`config.mk`:
```
export PLATFORM = sky130hd
export DESIGN_NAME = regfile_wb_arbiter
export DESIGN_NICKNAME = d
export VERILOG_FILES = /design/src/rtl/regfile_wb_arbiter.sv
export SDC_FILE = /design/constraint.sdc
export NUM_CORES = 1
export LEC_CHECK = 0
export CORE_UTILIZATION = 45
export DETAILED_ROUTE_END_ITERATION = 8
export GPL_ROUTABILITY_DRIVEN = 0
export HOLD_SLACK_MARGIN = 0.12
export PLACE_DENSITY = 0.74
export SLEW_MARGIN = 20
export SYNTH_ARGS = -nofsm -noshare
export SYNTH_HDL_FRONTEND = slang
export SYNTH_SLANG_ARGS = --single-unit
```
`constraint.sdc`:
```
create_clock -name clk -period 5.6 [get_ports clk]
set_clock_uncertainty 0.15 [all_clocks]
set_input_delay 1.12 -clock clk [delete_from_list [all_inputs] [get_ports clk]]
set_output_delay 1.12 -clock clk [all_outputs]
set_load 0.005 [all_outputs]
```
`src/rtl/regfile_wb_arbiter.sv`:
```
// Writeback arbiter: two one-entry holding registers (ALU, LSU) sharing the
// single register-file write port. The oldest pending entry is written first;
// ties from a same-edge capture are broken by a round-robin pointer. Writes to
// x0 are accepted but never captured. Hazard flags report pending writes that
// target the decode read addresses.
module regfile_wb_arbiter #(
    parameter int unsigned DLEN = 32,
    parameter int unsigned ALEN = 5
) (
    input  logic            clk,
    input  logic            rst_n,
    input  logic            i_alu_valid,
    output logic            o_alu_ready,
    input  logic [ALEN-1:0] i_alu_rd,
    input  logic [DLEN-1:0] i_alu_data,
    input  logic            i_lsu_valid,
    output logic            o_lsu_ready,
    input  logic [ALEN-1:0] i_lsu_rd,
    input  logic [DLEN-1:0] i_lsu_data,
    output logic            o_wen,
    output logic [ALEN-1:0] o_waddr,
    output logic [DLEN-1:0] o_wdata,
    input  logic [ALEN-1:0] i_raddr_a,
    input  logic [ALEN-1:0] i_raddr_b,
    output logic            o_hazard_a,
    output logic            o_hazard_b
);

    logic            r_alu_v,     w_alu_v_d;
    logic [ALEN-1:0] r_alu_rd;
    logic [DLEN-1:0] r_alu_data;
    logic            r_alu_older, w_alu_older_d;
    logic            r_lsu_v,     w_lsu_v_d;
    logic [ALEN-1:0] r_lsu_rd;
    logic [DLEN-1:0] r_lsu_data;
    logic            r_lsu_older, w_lsu_older_d;
    logic            r_rr,        w_rr_d;

    logic w_tie;
    logic w_grant_alu;
    logic w_grant_lsu;
    logic w_alu_cap;
    logic w_lsu_cap;

    // Grant and ready decode from registered state only.
    always_comb begin
        w_tie       = r_alu_v & r_lsu_v & ~r_alu_older & ~r_lsu_older;
        w_grant_alu = r_alu_v & (~r_lsu_v | r_alu_older | (w_tie & ~r_rr));
        w_grant_lsu = r_lsu_v & ~w_grant_alu;
        o_alu_ready = ~r_alu_v | w_grant_alu;
        o_lsu_ready = ~r_lsu_v | w_grant_lsu;
        // x0 results complete the handshake but are not captured.
        w_alu_cap   = i_alu_valid & o_alu_ready & (i_alu_rd != '0);
        w_lsu_cap   = i_lsu_valid & o_lsu_ready & (i_lsu_rd != '0);
    end

    // Next-state for holder valid bits, age bits and round-robin pointer.
    always_comb begin
        w_alu_v_d     = r_alu_v;
        w_lsu_v_d     = r_lsu_v;
        w_alu_older_d = r_alu_older;
        w_lsu_older_d = r_lsu_older;
        w_rr_d        = r_rr;

        if (w_grant_alu) begin
            w_alu_v_d     = 1'b0;
            w_alu_older_d = 1'b0;
        end
        if (w_grant_lsu) begin
            w_lsu_v_d     = 1'b0;
            w_lsu_older_d = 1'b0;
        end
        if (w_alu_cap) begin
            w_alu_v_d     = 1'b1;
            w_alu_older_d = 1'b0;
        end
        if (w_lsu_cap) begin
            w_lsu_v_d     = 1'b1;
            w_lsu_older_d = 1'b0;
        end
        // A fresh capture makes a surviving entry in the other holder the older one.
        if (w_alu_cap && r_lsu_v && !w_grant_lsu) begin
            w_lsu_older_d = 1'b1;
        end
        if (w_lsu_cap && r_alu_v && !w_grant_alu) begin
            w_alu_older_d = 1'b1;
        end
        // A tie is always resolved by a grant, so flip the pointer for fairness.
        if (w_tie) begin
            w_rr_d = ~r_rr;
        end
    end

    // Control state register.
    always_ff @(posedge clk or negedge rst_n) begin
        if (!rst_n) begin
            r_alu_v     <= 1'b0;
            r_lsu_v     <= 1'b0;
            r_alu_older <= 1'b0;
            r_lsu_older <= 1'b0;
            r_rr        <= 1'b0;
        end else begin
            r_alu_v     <= w_alu_v_d;
            r_lsu_v     <= w_lsu_v_d;
            r_alu_older <= w_alu_older_d;
            r_lsu_older <= w_lsu_older_d;
            r_rr        <= w_rr_d;
        end
    end

    // Holding register payload, loaded only on capture.
    always_ff @(posedge clk or negedge rst_n) begin
        if (!rst_n) begin
            r_alu_rd   <= '0;
            r_alu_data <= '0;
            r_lsu_rd   <= '0;
            r_lsu_data <= '0;
        end else begin
            if (w_alu_cap) begin
                r_alu_rd   <= i_alu_rd;
                r_alu_data <= i_alu_data;
            end
            if (w_lsu_cap) begin
                r_lsu_rd   <= i_lsu_rd;
                r_lsu_data <= i_lsu_data;
            end
        end
    end

    // Write port mux and read-address hazard detection.
    always_comb begin
        o_wen   = w_grant_alu | w_grant_lsu;
        o_waddr = '0;
        o_wdata = '0;
        if (w_grant_alu) begin
            o_waddr = r_alu_rd;
            o_wdata = r_alu_data;
        end else if (w_grant_lsu) begin
            o_waddr = r_lsu_rd;
            o_wdata = r_lsu_data;
        end
        o_hazard_a = (i_raddr_a != '0) &
                     ((r_alu_v & (r_alu_rd == i_raddr_a)) | (r_lsu_v & (r_lsu_rd == i_raddr_a)));
        o_hazard_b = (i_raddr_b != '0) &
                     ((r_alu_v & (r_alu_rd == i_raddr_b)) | (r_lsu_v & (r_lsu_rd == i_raddr_b)));
    end

endmodule
```
Yosys cells after proc, flatten, opt, wreduce, memory -nomap -nowiden
Index checks and enable logic that the tools add are counted.
{"block": "word_totals", "ff_bits": 79, "input_bits": 88, "word_cells": 68}
{"block": "op_classes", "eq_ne": 4, "mux": 12, "bitwise": 29, "reduce_logical": 14}
{"operator": "$mux 32", "count": 2}
{"operator": "$eq 5x5->1", "count": 4}
{"operator": "$reduce_bool 5->1", "count": 4}
{"operator": "$and 1x1->1", "count": 16}
{"operator": "$mux 5", "count": 2}
{"operator": "$mux 1", "count": 8}
{"operator": "$or 1x1->1", "count": 7}
{"operator": "$not 1->1", "count": 6}
{"operator": "$reduce_bool 3->1", "count": 2}
{"operator": "$logic_and 1x1->1", "count": 4}
{"operator": "$reduce_bool 2->1", "count": 2}
{"operator": "$logic_not 1->1", "count": 2}

Longest topological paths before layout
{"block": "logic_depth", "ltp_word": 14, "ltp_mapped": 7, "depth_no_buf": 4}

Least setup slack after synthesis
No wires, ideal clock.
{"block": "synth_path", "path_kind": "in2out", "from": "in i_raddr_a[3]", "to": "out o_hazard_a", "t_arrival_ps": 1774, "path_slack_ps": 2556, "stages": 4, "cell_sequence": "xor2_1 > nor4_1 > nand3_1 > a21oi_1"}
{"block": "synth_via", "elab_chain_cells": 4, "word_cells_on_any_way": 7, "cone_classes": "eq/ne (2); bitwise (4); reduce/logical (1)"}
{"element": "start: declaration", "line_no": "23", "rtl": "input logic [ALEN-1:0] i_raddr_a,"}
{"element": "$eq 5x5->1", "line_no": "143", "rtl": "((r_alu_v & (r_alu_rd == i_raddr_a)) | (r_lsu_v & (r_lsu_rd == i_raddr_a)));"}
{"element": "$and 1x1->1", "line_no": "143"}
{"element": "$or 1x1->1", "line_no": "143"}
{"element": "$and 1x1->1 (*)", "line_no": "142", "rtl": "o_hazard_a = (i_raddr_a != '0) &"}
{"element": "end: declaration", "line_no": "25", "rtl": "output logic o_hazard_a,"}
Every way passes the cells marked *; elsewhere a longest branch is shown, timed or not.

Worst setup path after layout
{"block": "layout_path", "from": "in i_raddr_b[2]", "to": "out o_hazard_b"}
{"block": "layout_via", "elab_chain_cells": 4, "word_cells_on_any_way": 7, "cone_classes": "eq/ne (2); bitwise (4); reduce/logical (1)"}
{"element": "start: declaration", "line_no": "24", "rtl": "input logic [ALEN-1:0] i_raddr_b,"}
{"element": "$eq 5x5->1", "line_no": "145", "rtl": "((r_alu_v & (r_alu_rd == i_raddr_b)) | (r_lsu_v & (r_lsu_rd == i_raddr_b)));"}
{"element": "$and 1x1->1", "line_no": "145"}
{"element": "$or 1x1->1", "line_no": "145"}
{"element": "$and 1x1->1 (*)", "line_no": "144", "rtl": "o_hazard_b = (i_raddr_b != '0) &"}
{"element": "end: declaration", "line_no": "26", "rtl": "output logic o_hazard_b"}
Marks and branches as above.

==> metrics.yaml <==
cts:
  cts_inserted_buffers: 9
  clock_insertion_delay_worst_skew_ps: 340
  cts.reportedPaths.clkPinSlew_ps: 70
  tritoncts_clock_tree: "yes"
  cts_htree_levels: 3
  cts_setup_buffers: 0
  cts_stage_hold_buffer_count: 0
  clock_sink_count: 79
  cts_buffer_depth: 2
  cts_root_buffer: "sky130_fd_sc_hd__clkbuf_8"
  post_cts.resized_instances: 0
power:
  power.static_leakage_nw: 2.377
  finalPower_mw: 2.225
  vdd.ir_drop.worst_uv: 191.4
  comb_power_share_pct: 43.0
  pwr-share-clk_pct: 18.5
  switchingPower_mw: 0.6956
  swShare_pct: 31.27
  power_frac_seq_pct: 38.5
  total_power_divided_by_cell_area_mw_per_mm2: 404.7
  cell_internal_pwr_mw: 1.529
synthesis:
  post_synth_inst_count: 351
  syn-num-nets: 439
  synthDistinctLibCells: 33
  post_synth_instance_area_mm2: 0.003993
  synth_sequential_area_ratio_pct: 49.51
  synth_area_per_cell_um2: 11.37
  postSynthRegisterBits: 79
  synth-warning-count: 0
drt:
  dr.pass1.iters: 4
  detail_route.vias_per_cell: 5.218
  avgRoutedWirePerCell_um: 16.20
  num_vias: 3042
  detail_route.wirelength_um: 9443
  drc: 0
  initialDrtViolationCount: 68
  ant_nets: 0
run_status:
  outcome: "finished, final reports clean"
global_routing:
  grt_start_max_net_pins: 80
  top_usage_layer: "met2"
  initial_antenna_violation_count: 0
  grt.met1_usage_pct: 26.09
  global_route_usage_sum_pct: 21.18
  grt_pass1_vias: 2988
  grt_util_met3_pct: 6.872
  grtUsageMet2_pct: 34.16
  grt_overflow: 0
  grt_pass1_wl_um: 14540
place:
  pre_cts_slack_ps: 1434
  buffer_ports.inserted: 129
  hpwlAfterDp_um: 6454
timing:
  layout_min_cycle_time_ps: 4174
  finalMaxSlewViolations: 0
  worstMarginPinSlew_ps: 641.3
  finalSetupTns_ps: 0
  grt_setup_unrepaired: "no"
  period_share_pct: 74.54
  hold_viol_final: 0
  final-setup-viol-count: 0
  fin_ws_ps: 1426
  relSlewSlack_pct: 57.24
  maxClockFrequency_mhz: 239.6
final_layout:
  area_growth_pct: 37.70
  nets: 562
  fillCellCount: 687
  final_layout_size_suffix_gt1_share_pct: 19.87
  register_area_mm2: 0.001977
  fin_util_pct: 65.59
  antenna_cells_inserted: 0
  multi_input_comb_area_mm2: 0.001854
floorplan:
  floorplan.initialDensity_pct: 47.63
  io_pins: 130
  die-width_um: 96.20
  dieHeight_um: 96.20
  die_ar_mm2: 0.009253
  core_region_area_mm2: 0.008382
  std_cell_rows: 33
critical_path:
  r2r-start: "r_lsu_v"
  critical_path_required_ps: 4330
  timing.setup.critical_path_class: "input pin to primary output"
  worst_setup_path_end_kind: "primary output"
  critical_path.max_fanout: 3
  critPathArrivalTime_ps: 2900
  rr_endpoint: "r_alu_data[13]"
  rr_worst_depth: 5
  crit_path_start_kind: "input pin"
  ff2ff_setup_slack_ps: 2990
hold_path:
  min_to: "r_rr"
  min_path_type: "flip-flop to flip-flop"
  worstHoldStart: "r_rr"
  min_delay_path_depth: 1
flow_run:
  maxCapViolCount: 0
-- cell families after synthesis --
logic type | count (synthesis) | synth area share (%)
simple gates | 108 | 11.38
buf+inv | 23 | 4.325
xor+xnor | 21 | 4.607
flops | 79 | 49.51
mux | 64 | 20.87
compound gates | 56 | 9.308
-- power groups by stage --
stage / logic, mW / registers (mW) / clock network [mW]
final: 0.956 / 0.857 / 0.411
after CTS: 0.967 / 0.858 / 0.422
after floorplan: 0.561 / 0.827 / 0
after global placement: 0.945 / 0.860 / 0
after global routing: 1.05 / 0.877 / 0.443
after detailed placement: 0.960 / 0.865 / 0
-- cells in the final DEF (no fill, tap or decap), types with 2 or more instances in the layout --
| cell | n |
|---|---|
| sky130_fd_sc_hd__dfrtp_1 | 79 |
| sky130_fd_sc_hd__buf_4 | 4 |
| sky130_fd_sc_hd__mux2_2 | 33 |
| sky130_fd_sc_hd__nand2_1 | 82 |
| sky130_fd_sc_hd__a22o_2 | 5 |
| sky130_fd_sc_hd__nor4_1 | 4 |
| sky130_fd_sc_hd__nor3_1 | 2 |
| sky130_fd_sc_hd__mux2_4 | 30 |
| sky130_fd_sc_hd__nor2_1 | 6 |
| sky130_fd_sc_hd__or2_2 | 2 |
| sky130_fd_sc_hd__a21oi_1 | 3 |
| sky130_fd_sc_hd__a22o_1 | 5 |
| sky130_fd_sc_hd__or4_1 | 2 |
| sky130_fd_sc_hd__inv_1 | 2 |
| sky130_fd_sc_hd__clkbuf_8 | 10 |
| sky130_fd_sc_hd__o21ai_0 | 37 |
| sky130_fd_sc_hd__xor2_1 | 17 |
| sky130_fd_sc_hd__clkbuf_1 | 2 |
| sky130_fd_sc_hd__nand3_1 | 5 |
| sky130_fd_sc_hd__clkdlybuf4s50_1 | 128 |
| sky130_fd_sc_hd__xnor2_1 | 4 |
-- cell usage after synthesis --
cell	n	area (µm²)
sky130_fd_sc_hd__xnor2_1	4	35.03
sky130_fd_sc_hd__a21oi_1	3	15.01
sky130_fd_sc_hd__dfrtp_1	79	1977
sky130_fd_sc_hd__and2b_2	1	8.760
sky130_fd_sc_hd__o2bb2ai_1	1	8.760
sky130_fd_sc_hd__nor4_1	4	25.02
sky130_fd_sc_hd__clkbuf_1	8	30.03
sky130_fd_sc_hd__o21ba_4	1	16.27
sky130_fd_sc_hd__a22o_1	5	43.79
sky130_fd_sc_hd__and2_1	1	6.260
sky130_fd_sc_hd__o22a_1	1	8.760
sky130_fd_sc_hd__buf_2	6	30.03
sky130_fd_sc_hd__buf_12	3	60.06
sky130_fd_sc_hd__mux2_2	33	371.6
sky130_fd_sc_hd__inv_1	2	7.510
sky130_fd_sc_hd__xor2_1	17	148.9
sky130_fd_sc_hd__a21boi_0	1	7.510
sky130_fd_sc_hd__o21ai_0	37	185.2
sky130_fd_sc_hd__and2_4	1	8.760
sky130_fd_sc_hd__mux2_4	30	450.4
sky130_fd_sc_hd__nand2_2	1	6.260
sky130_fd_sc_hd__nand3_1	5	25.02
sky130_fd_sc_hd__o21a_4	1	15.01
sky130_fd_sc_hd__buf_6	4	45.04
sky130_fd_sc_hd__or2_2	2	12.51
sky130_fd_sc_hd__nand2_1	82	307.8
sky130_fd_sc_hd__a22o_2	5	50.05
sky130_fd_sc_hd__nor2_1	6	22.52
sky130_fd_sc_hd__or4_1	2	15.01
sky130_fd_sc_hd__a31oi_4	1	21.27
sky130_fd_sc_hd__and3_1	1	6.260
sky130_fd_sc_hd__mux2_1	1	11.26
sky130_fd_sc_hd__nor3_1	2	10.01
-- worst max-delay path: stages --
cell                              delay, ps
sky130_fd_sc_hd__clkdlybuf4s50_1        480
sky130_fd_sc_hd__xor2_1                 170
sky130_fd_sc_hd__nor4_1                 330
sky130_fd_sc_hd__nand3_1                140
sky130_fd_sc_hd__a21oi_1                160
sky130_fd_sc_hd__clkdlybuf4s50_1        510
-- worst max-delay path by stage --
| stage | startpoint | endpoint | cells past startpoint |
|---|---|---|---|
| 5_1_grt | r_lsu_v | o_wdata[10] | 6 |
| 4_1_cts | i_raddr_b[2] | o_hazard_b | 6 |
| 3_5_place_dp | i_raddr_b[2] | o_hazard_b | 6 |
| 2_1_floorplan | i_raddr_a[3] | o_hazard_a | 4 |
| 6_report | i_raddr_b[2] | o_hazard_b | 6 |
| 3_3_place_gp | i_raddr_b[1] | o_hazard_b | 6 |
-- flip-flops by register name, summed over array words and instances, names as in the netlist --
register and count:
r_alu_data 32, r_alu_v 1, r_alu_rd 5, r_lsu_v 1
r_lsu_older 1, r_alu_older 1, r_lsu_data 32, r_rr 1
r_lsu_rd 5
-- through the flow --
step | hold slack (ps) | instance area (µm²) | std cells
floorplan | 308.0 | 3993 | 351
global placement | 321.4 | 5281 | 567
detailed placement | 330.0 | 5281 | 567
CTS | 343.1 | 5470 | 582
global route | 371.5 | 5498 | 583
finish | 344.3 | 5498 | 583
-- cell type report --
type / count / area share [%]
Timing Repair Buffer: 133 / 24.35
Inverter: 2 / 0.1365
Multi-Input combinational cell: 249 / 33.73
Sequential cell: 79 / 35.96
Tap cell: 105 / 2.390
Clock inverter: 3 / 0.7965
Clock buffer: 12 / 2.640
-- routing by layer --
| metal | vias up | wire [µm] |
|---|---|---|
| li1 | 1441 | - |
| met3 | 13 | 734 |
| met4 | 0 | 146 |
| met2 | 106 | 4451 |
| met1 | 1482 | 4111 |
| met5 | - | 0 |
Note: power is estimated with default switching activity, not from simulation.
